[src/rtl/mpc_mul_arbiter.sv]
// mpc_mul_arbiter: round-robin front end for one shared pipelined signed x unsigned multiplier.
// Registers the granted operands into the multiplier, tracks each product with a
// {valid, id} tag pipeline and freezes everything through mul_ce under backpressure.
module mpc_mul_arbiter #(
   parameter int unsigned N_REQ   = 4,
   parameter int unsigned A_W     = 21,
   parameter int unsigned B_W     = 12,
   parameter int unsigned P_W     = 34,
   parameter int unsigned MUL_LAT = 3,
   localparam int unsigned ID_W   = (N_REQ > 1) ? $clog2(N_REQ) : 1
) (
   input  logic                   i_clk,
   input  logic                   i_rst,
   input  logic [N_REQ-1:0]       i_req_valid,
   input  logic [N_REQ*A_W-1:0]   i_req_a,
   input  logic [N_REQ*B_W-1:0]   i_req_b,
   output logic [N_REQ-1:0]       o_req_ready,
   output logic                   o_mul_ce,
   output logic [A_W-1:0]         o_mul_a,
   output logic [B_W-1:0]         o_mul_b,
   input  logic [P_W-1:0]         i_mul_p,
   output logic                   o_rsp_valid,
   output logic [ID_W-1:0]        o_rsp_id,
   output logic [P_W-1:0]         o_rsp_p,
   input  logic                   i_rsp_ready,
   output logic                   o_busy
);

   logic                w_ce;
   logic                w_found;
   logic [ID_W-1:0]     w_idx;
   logic                w_grant;
   logic [N_REQ-1:0]    w_onehot;
   logic [A_W-1:0]      w_sel_a;
   logic [B_W-1:0]      w_sel_b;

   logic [ID_W-1:0]     r_last;
   logic [A_W-1:0]      r_mul_a;
   logic [B_W-1:0]      r_mul_b;
   logic [MUL_LAT:0]    r_tag_vld;
   logic [ID_W-1:0]     r_tag_id [MUL_LAT+1];

   // A held, unaccepted result stalls the whole pipeline including the multiplier.
   assign w_ce = !(r_tag_vld[MUL_LAT] && !i_rsp_ready);

   // Round-robin search starting just after the last granted requester.
   always_comb begin
      logic [ID_W:0] v_pos;
      w_found = 1'b0;
      w_idx   = '0;
      v_pos   = '0;
      for (int unsigned k = 1; k <= N_REQ; k++) begin
         v_pos = (ID_W+1)'(r_last) + (ID_W+1)'(k);
         if (v_pos >= (ID_W+1)'(N_REQ)) begin
            v_pos = v_pos - (ID_W+1)'(N_REQ);
         end
         if (!w_found && i_req_valid[v_pos[ID_W-1:0]]) begin
            w_found = 1'b1;
            w_idx   = v_pos[ID_W-1:0];
         end
      end
   end

   // Reset wins over a grant; a stall also suppresses it.
   assign w_grant = w_found && w_ce && !i_rst;

   // One-hot accept and operand mux for the granted requester.
   always_comb begin
      w_onehot = '0;
      w_sel_a  = '0;
      w_sel_b  = '0;
      for (int unsigned i = 0; i < N_REQ; i++) begin
         if (w_idx == ID_W'(i)) begin
            w_onehot[i] = w_grant;
            w_sel_a     = i_req_a[i*A_W +: A_W];
            w_sel_b     = i_req_b[i*B_W +: B_W];
         end
      end
   end

   // Operand register, tag pipeline and round-robin pointer; all hold while stalled.
   always_ff @(posedge i_clk) begin
      if (i_rst) begin
         r_last    <= ID_W'(N_REQ - 1);
         r_mul_a   <= '0;
         r_mul_b   <= '0;
         r_tag_vld <= '0;
         for (int unsigned i = 0; i <= MUL_LAT; i++) begin
            r_tag_id[i] <= '0;
         end
      end else if (w_ce) begin
         // Bubbles load zero operands so the multiplier sees quiet inputs.
         r_mul_a     <= w_grant ? w_sel_a : '0;
         r_mul_b     <= w_grant ? w_sel_b : '0;
         r_tag_vld   <= {r_tag_vld[MUL_LAT-1:0], w_grant};
         r_tag_id[0] <= w_idx;
         for (int unsigned i = 1; i <= MUL_LAT; i++) begin
            r_tag_id[i] <= r_tag_id[i-1];
         end
         if (w_grant) begin
            r_last <= w_idx;
         end
      end
   end

   assign o_req_ready = w_onehot;
   assign o_mul_ce    = w_ce;
   assign o_mul_a     = r_mul_a;
   assign o_mul_b     = r_mul_b;
   assign o_rsp_valid = r_tag_vld[MUL_LAT];
   assign o_rsp_id    = r_tag_id[MUL_LAT];
   assign o_rsp_p     = i_mul_p;
   assign o_busy      = |r_tag_vld;

endmodule

[config.mk]
export PLATFORM = sky130hd
export DESIGN_NAME = mpc_mul_arbiter
export DESIGN_NICKNAME = d
export VERILOG_FILES = /design/src/rtl/mpc_mul_arbiter.sv
export SDC_FILE = /design/constraint.sdc
export NUM_CORES = 1
export LEC_CHECK = 0
export ABC_AREA = 1
export CORE_AREA = 8 8 121 123
export DETAILED_ROUTE_END_ITERATION = 8
export DIE_AREA = 0 0 129 131
export GPL_TIMING_DRIVEN = 0
export PLACE_DENSITY = 0.69
export SYNTH_ARGS = -nofsm -noshare
export SYNTH_HDL_FRONTEND = slang
export SYNTH_SLANG_ARGS = --single-unit
[constraint.sdc]
create_clock -name i_clk -period 4.25 [get_ports i_clk]
set_clock_uncertainty 0.05 [all_clocks]
set_input_delay 0.6375 -clock i_clk [delete_from_list [all_inputs] [get_ports i_clk]]
set_output_delay 0.6375 -clock i_clk [all_outputs]
set_load 0.03 [all_outputs]
==> reports/metrics.yaml, run 1 <==
clockBufferDepth: 2
cts_tree: "yes"
die_y_um: 131
max_freq_mhz: 262
timing.final.crit_share_pct: 89.7
timing.critical_path.from: "i_req_valid[0]"
clock_sinks: 47
io_buffers: 214
drcViolationCount: 0
vias: 4230
io_pins: 249
clkTransAtPathRegs_ns: 0.07
antenna_cells: 0
r2r-start: "r_last[1]$_SDFFE_PP1P_"
drive_gt1_share_pct: 15.7
synth_seq_cells: 47
critical_path_required_ns: 3.56
path_cells: "clkdlybuf4s50_1 > nand2_1 > nand2_1 > nand2_2 > nand2_2 > inv_2 > nand2_2 > nand2_2 > nand2_4 > buf_8 > inv_2 > nor2_2 > inv_2 > nor2_1 > clkdlybuf4s50_1"
cp_common_cell: "nand2_2"
ys_warn_count: 0
p_clk_share_pct: 7.6
overflow: 0
grtUsageTotal_pct: 17.3
coreArea_um2: 12900
die_x_um: 129
power.internal_mw: 2.36
finalCriticalPeriod_ns: 3.81
hold_class: "flop to flop"
maxSlewHeadroom_pct: 49.4
rsz0062_at_grt: "no"
dieArea_um2: 16900
dr.pass1.iters: 4
endpoint_kind: "primary output"
grt_pass1_wl_mm: 22.4
drtIter0Drc: 167
nets: 973
antenna_found_initial: 0
async_reset_ff_share_pct: 0
timing.setup.tns_ns: 0
power_frac_comb_pct: 79.0
crit_arrival_ns: 3.13
syn_nets: 752
drv_slew: 0
htreeDepth: 2
finalSetupViolCount: 0
first_global_vias: 4134
synthCells: 579
synth_edf_count: 8
areaGrowthSynthToFinish_pct: 67.6
rows: 42
maxCapViolCount: 0
utilization_pct: 48.3
ant_nets: 0
pwr-share-seq_pct: 13.4
hold_violations: 0
cts_made_buffers: 5
holdWs_ns: 0.399
cp_slowest_stage_delay_ns: 0.69
netlist_area_um2: 3710
path_class: "primary input to primary output"
status: "completed"
p_sw_mw: 2.81
ys_seq_area_share_pct: 27.5
p_sw_share_pct: 54.4
grt_max_degree: 16
cts_resized: 0
fill_cells: 1323
postCtsSetupBuffers: 0
synthFlopType: "dfxtp_1"
power_mw: 5.17
vdd_drop_max_mv: 0.397
hold_buffers: 0
worst-path-buf-inv: 6
cts-root-buf: "clkbuf_16"
powerDensity_nw_per_um2: 832
crit_family: "buffers and inverters"
start_util_pct: 28.8
synthDistinctLibCells: 29
holdCritStartpoint: "o_mul_a[15]$_SDFFE_PP0N_"
finalWeightedCongestion: 0.865
worst-path-max-fanout: 10
worst_pin_slew_ns: 0.757
critPathLaunchType: "primary input"
dp_hpwl_mm: 12.3
viasPerCell: 4.33
wl_per_cell_um: 15.5
insertion_delay_ns: 0.29
synth_area_per_cell_um2: 6.41
cpMaxStageDelayCell: "clkdlybuf4s50_1"
routed_wl_mm: 15.2
p_leak_nw: 2.91
-- routing by layer --
layer  track usage, %  share of wire [%]
met4             4.98                1.7
met3             4.38                6.5
met5                0                  0
met1             20.5                 42
met2             30.2                 50
-- registers in the layout (all words and copies together), names as in the netlist --
register / count
r_last: 2
o_mul_a: 21
r_tag_vld: 4
r_tag_id: 8
o_mul_b: 12
-- per-stage QoR --
step	cells	area [um2]	setup slack, ns
floorplan	579	3710	1.33
global placement	969	6070	0.385
detailed placement	969	6070	0.406
CTS	977	6220	0.403
global route	977	6220	0.187
finish	977	6220	0.436
-- power by group through the flow --
stage | clock network [mW] | registers, mW | logic (mW)
final | 0.395 | 0.691 | 4.09
after global routing | 0.428 | 0.709 | 4.50
after CTS | 0.412 | 0.691 | 4.13
after detailed placement | 0 | 0.700 | 4.12
after global placement | 0 | 0.695 | 4.11
after floorplan | 0 | 0.915 | 2.61
-- cell families after synthesis --
kind of cell,count (synthesis),synth area share [%]
AO/OA/AOI/OAI,35,7.89
buffers and inverters,150,21.1
flip-flops,47,27.5
AND/OR/NAND/NOR,347,43.5
-- area by class of cell --
class	count	area (um2)	area share, %
Timing Repair Buffer	214	2140	34.5
Multi-Input combinational cell	382	1900	30.6
Sequential cell	47	1020	16.4
Buffer	64	455	7.33
Inverter	86	328	5.27
Tap cell	176	220	3.54
Clock buffer	5	125	2.01
Clock inverter	3	20.0	0.322
-- worst paths after layout --
check | slack [ns] | cells past startpoint | to
worst max-delay path | 0.44 | 15 | o_req_ready[1]
worst min-delay path | 0.40 | 2 | o_mul_a[15]$_SDFFE_PP0N_
worst max register to register | 1.94 | 13 | o_mul_a[9]$_SDFFE_PP0N_
worst min register to register | 0.40 | 2 | o_mul_a[15]$_SDFFE_PP0N_
-- cells in the mapped netlist (8+ instances only) --
master | n | area (um2)
dfxtp_1 | 39 | 781
buf_4 | 35 | 263
edfxtp_1 | 8 | 240
nand4_1 | 24 | 150
inv_2 | 29 | 109
nor2_1 | 31 | 116
buf_2 | 13 | 65.1
nand3_1 | 50 | 250
inv_1 | 56 | 210
o21bai_2 | 16 | 180
nand2_1 | 202 | 758
nand3b_1 | 22 | 165
clkbuf_1 | 8 | 30.0
-- tightest hold or removal path, delay by kind of cell (launching register included) --
kind | cells | cell delay (ns)
flops | 1 | 0.31
simple gates | 2 | 0.10
-- placed cells by master, fill, tap and decap left out, types with 2 or more instances in the layout --
cell,instances
a21oi_1,2
nand3_4,2
nor2_4,2
nand3b_1,22
clkbuf_1,8
nand3_1,50
o21bai_1,6
clkbuf_16,5
nand2_2,6
dfxtp_1,39
inv_1,56
buf_2,13
edfxtp_1,8
nand2_1,202
inv_2,29
nand4_1,24
o21ai_0,4
nand2_4,2
buf_4,35
clkdlybuf4s50_1,214
buf_8,2
nor2_2,3
o21bai_2,16
o21ai_1,5
buf_6,6
o22ai_1,2
nor2_1,31
No activity file was read; power rests on OpenSTA's default activity.
==> inputs of run 2 (changes only) <==
--- a/config.mk
+++ b/config.mk
@@ -10,6 +10,7 @@
 export DETAILED_ROUTE_END_ITERATION = 8
 export DIE_AREA = 0 0 129 131
 export GPL_TIMING_DRIVEN = 0
+export MAX_ROUTING_LAYER = met4
 export PLACE_DENSITY = 0.69
 export SYNTH_ARGS = -nofsm -noshare
 export SYNTH_HDL_FRONTEND = slang
==> constraint.sdc (replaced) <==
create_clock -name i_clk -period 4.25 [get_ports i_clk]
set_clock_uncertainty 0.05 [all_clocks]
set_input_delay 0.85 -clock i_clk [delete_from_list [all_inputs] [get_ports i_clk]]
set_output_delay 0.85 -clock i_clk [all_outputs]
set_load 0.03 [all_outputs]
==> reports/metrics.yaml, run 2 (synthesis gave the netlist of run 1 again) <==
p_leak_nw: 2.95
hold_buffers: 0
timing.setup.tns_ns: 0
vias: 4212
first_global_vias: 4148
io_buffers: 214
power.internal_mw: 2.35
maxSlewHeadroom_pct: 51.0
path_class: "primary input to primary output"
finalSetupViolCount: 0
hold_violations: 0
finalCriticalPeriod_ns: 3.96
clockBufferDepth: 2
start_util_pct: 28.8
areaGrowthSynthToFinish_pct: 67.7
overflow: 0
largest_reg_flops: 21
hold_class: "flop to flop"
ant_nets: 0
mostFrequentLayoutCells: "211 x clkdlybuf4s50_1, 202 x nand2_1, 56 x inv_1, 50 x nand3_1, 39 x dfxtp_1"
drcViolationCount: 0
antenna_found_initial: 0
io_pins: 249
max_freq_mhz: 252
grtUsageTotal_pct: 17.8
power_frac_comb_pct: 78.9
crit_arrival_ns: 3.06
maxCapViolCount: 0
pwr-share-seq_pct: 13.4
worst_pin_slew_ns: 0.732
clkTransAtPathRegs_ns: 0.07
wl_per_cell_um: 15.5
cts_made_buffers: 5
rsz0062_at_grt: "no"
antenna_cells: 0
dp_hpwl_mm: 12.3
p_sw_share_pct: 54.4
p_sw_mw: 2.80
cts_tree: "yes"
nets: 973
worst-path-max-fanout: 10
viasPerCell: 4.31
dieArea_um2: 16900
drtIter0Drc: 194
die_y_um: 131
endpoint_kind: "primary output"
critPathLaunchType: "primary input"
htreeDepth: 2
utilization_pct: 48.3
routed_wl_mm: 15.2
timing.final.crit_share_pct: 93.2
vdd_drop_max_mv: 0.389
cts-root-buf: "clkbuf_16"
final_common_cell: "clkdlybuf4s50_1"
critical_path_required_ns: 3.35
coreArea_um2: 12900
powerDensity_nw_per_um2: 829
grt_pass1_wl_mm: 22.3
finalWeightedCongestion: 0.879
dr.pass1.iters: 4
rows: 42
status: "completed"
p_clk_share_pct: 7.7
insertion_delay_ns: 0.29
clock_sinks: 47
drv_slew: 0
power_mw: 5.16
die_x_um: 129
drive_gt1_share_pct: 15.7
grt_max_degree: 16
-- run 2: changes by cell type in the layout (fill, tap and decap cells not counted), sizes merged --
cell,previous run,this run
dlygate4sd2,0,1
dlymetal6s2s,0,2
clkdlybuf4s50,214,211
-- run 2: repair_timing --
action                                  4_1_cts  5_1_grt
pin swaps                                     0        0
gates resized for setup                       1        2
buffers inserted                              0        0
endpoints found under the setup margin        1        2
-- run 2: metal layers --
layer	track usage (%)	part of all wire [%]	vias up
li1	-	-	2205
met5	-	0	-
met4	5.39	2.0	0
met2	30.0	49	148
met3	4.06	5.8	21
met1	20.8	43	1838
-- run 2: through the flow --
| step | worst slack, ns | hold WS [ns] | std cells | cell area, um2 |
|---|---|---|---|---|
| 4_1_cts | 0.0518 | 0.402 | 977 | 6210 |
| 2_1_floorplan | 0.908 | 0.399 | 579 | 3710 |
| 3_5_place_dp | -0.0186 | 0.388 | 969 | 6070 |
| 5_1_grt | 0.0463 | 0.421 | 977 | 6220 |
| 6_report | 0.288 | 0.399 | 977 | 6220 |
| 3_3_place_gp | -0.0404 | 0.386 | 969 | 6070 |
-- run 2: layout make-up --
class | count | area [um2]
well taps | 176 | 220
clock inverters | 3 | 20.0
flip-flops and latches | 47 | 1020
multi-input cells | 382 | 1900
clock buffers | 5 | 125
fillers | 1322 | 6660
repair buffers | 214 | 2150
inverters | 86 | 328
plain buffers | 64 | 455
-- run 2: power by group through the flow --
| stage | Combinational [mW] | Clock (mW) | Sequential (mW) |
|---|---|---|---|
| final | 4.07 | 0.395 | 0.691 |
| after floorplan | 2.61 | 0 | 0.915 |
| after global routing | 4.49 | 0.428 | 0.709 |
| after global placement | 4.11 | 0 | 0.695 |
| after detailed placement | 4.12 | 0 | 0.700 |
| after CTS | 4.12 | 0.412 | 0.691 |
-- run 2: path summary, 6_finish.rpt --
kind,cells past startpoint,from,slack [ns],end
setup reg to reg,13,r_last[1]$_SDFFE_PP1P_,1.98,o_mul_a[8]$_SDFFE_PP0N_
hold reg to reg,2,o_mul_a[15]$_SDFFE_PP0N_,0.40,o_mul_a[15]$_SDFFE_PP0N_
setup / recovery,15,i_req_valid[0],0.29,o_req_ready[1]
hold / removal,2,o_mul_a[15]$_SDFFE_PP0N_,0.40,o_mul_a[15]$_SDFFE_PP0N_
-- run 2: worst max-delay path, stage by stage --
cell	delay, ns
clkdlybuf4s50_1	0.50
nand2_1	0.06
nand2_1	0.11
nand2_2	0.08
nand2_2	0.10
inv_2	0.04
nand2_2	0.09
nand2_2	0.13
nand2_4	0.13
buf_8	0.17
inv_2	0.10
nor2_2	0.12
inv_2	0.05
nor2_1	0.10
dlygate4sd2_1	0.42
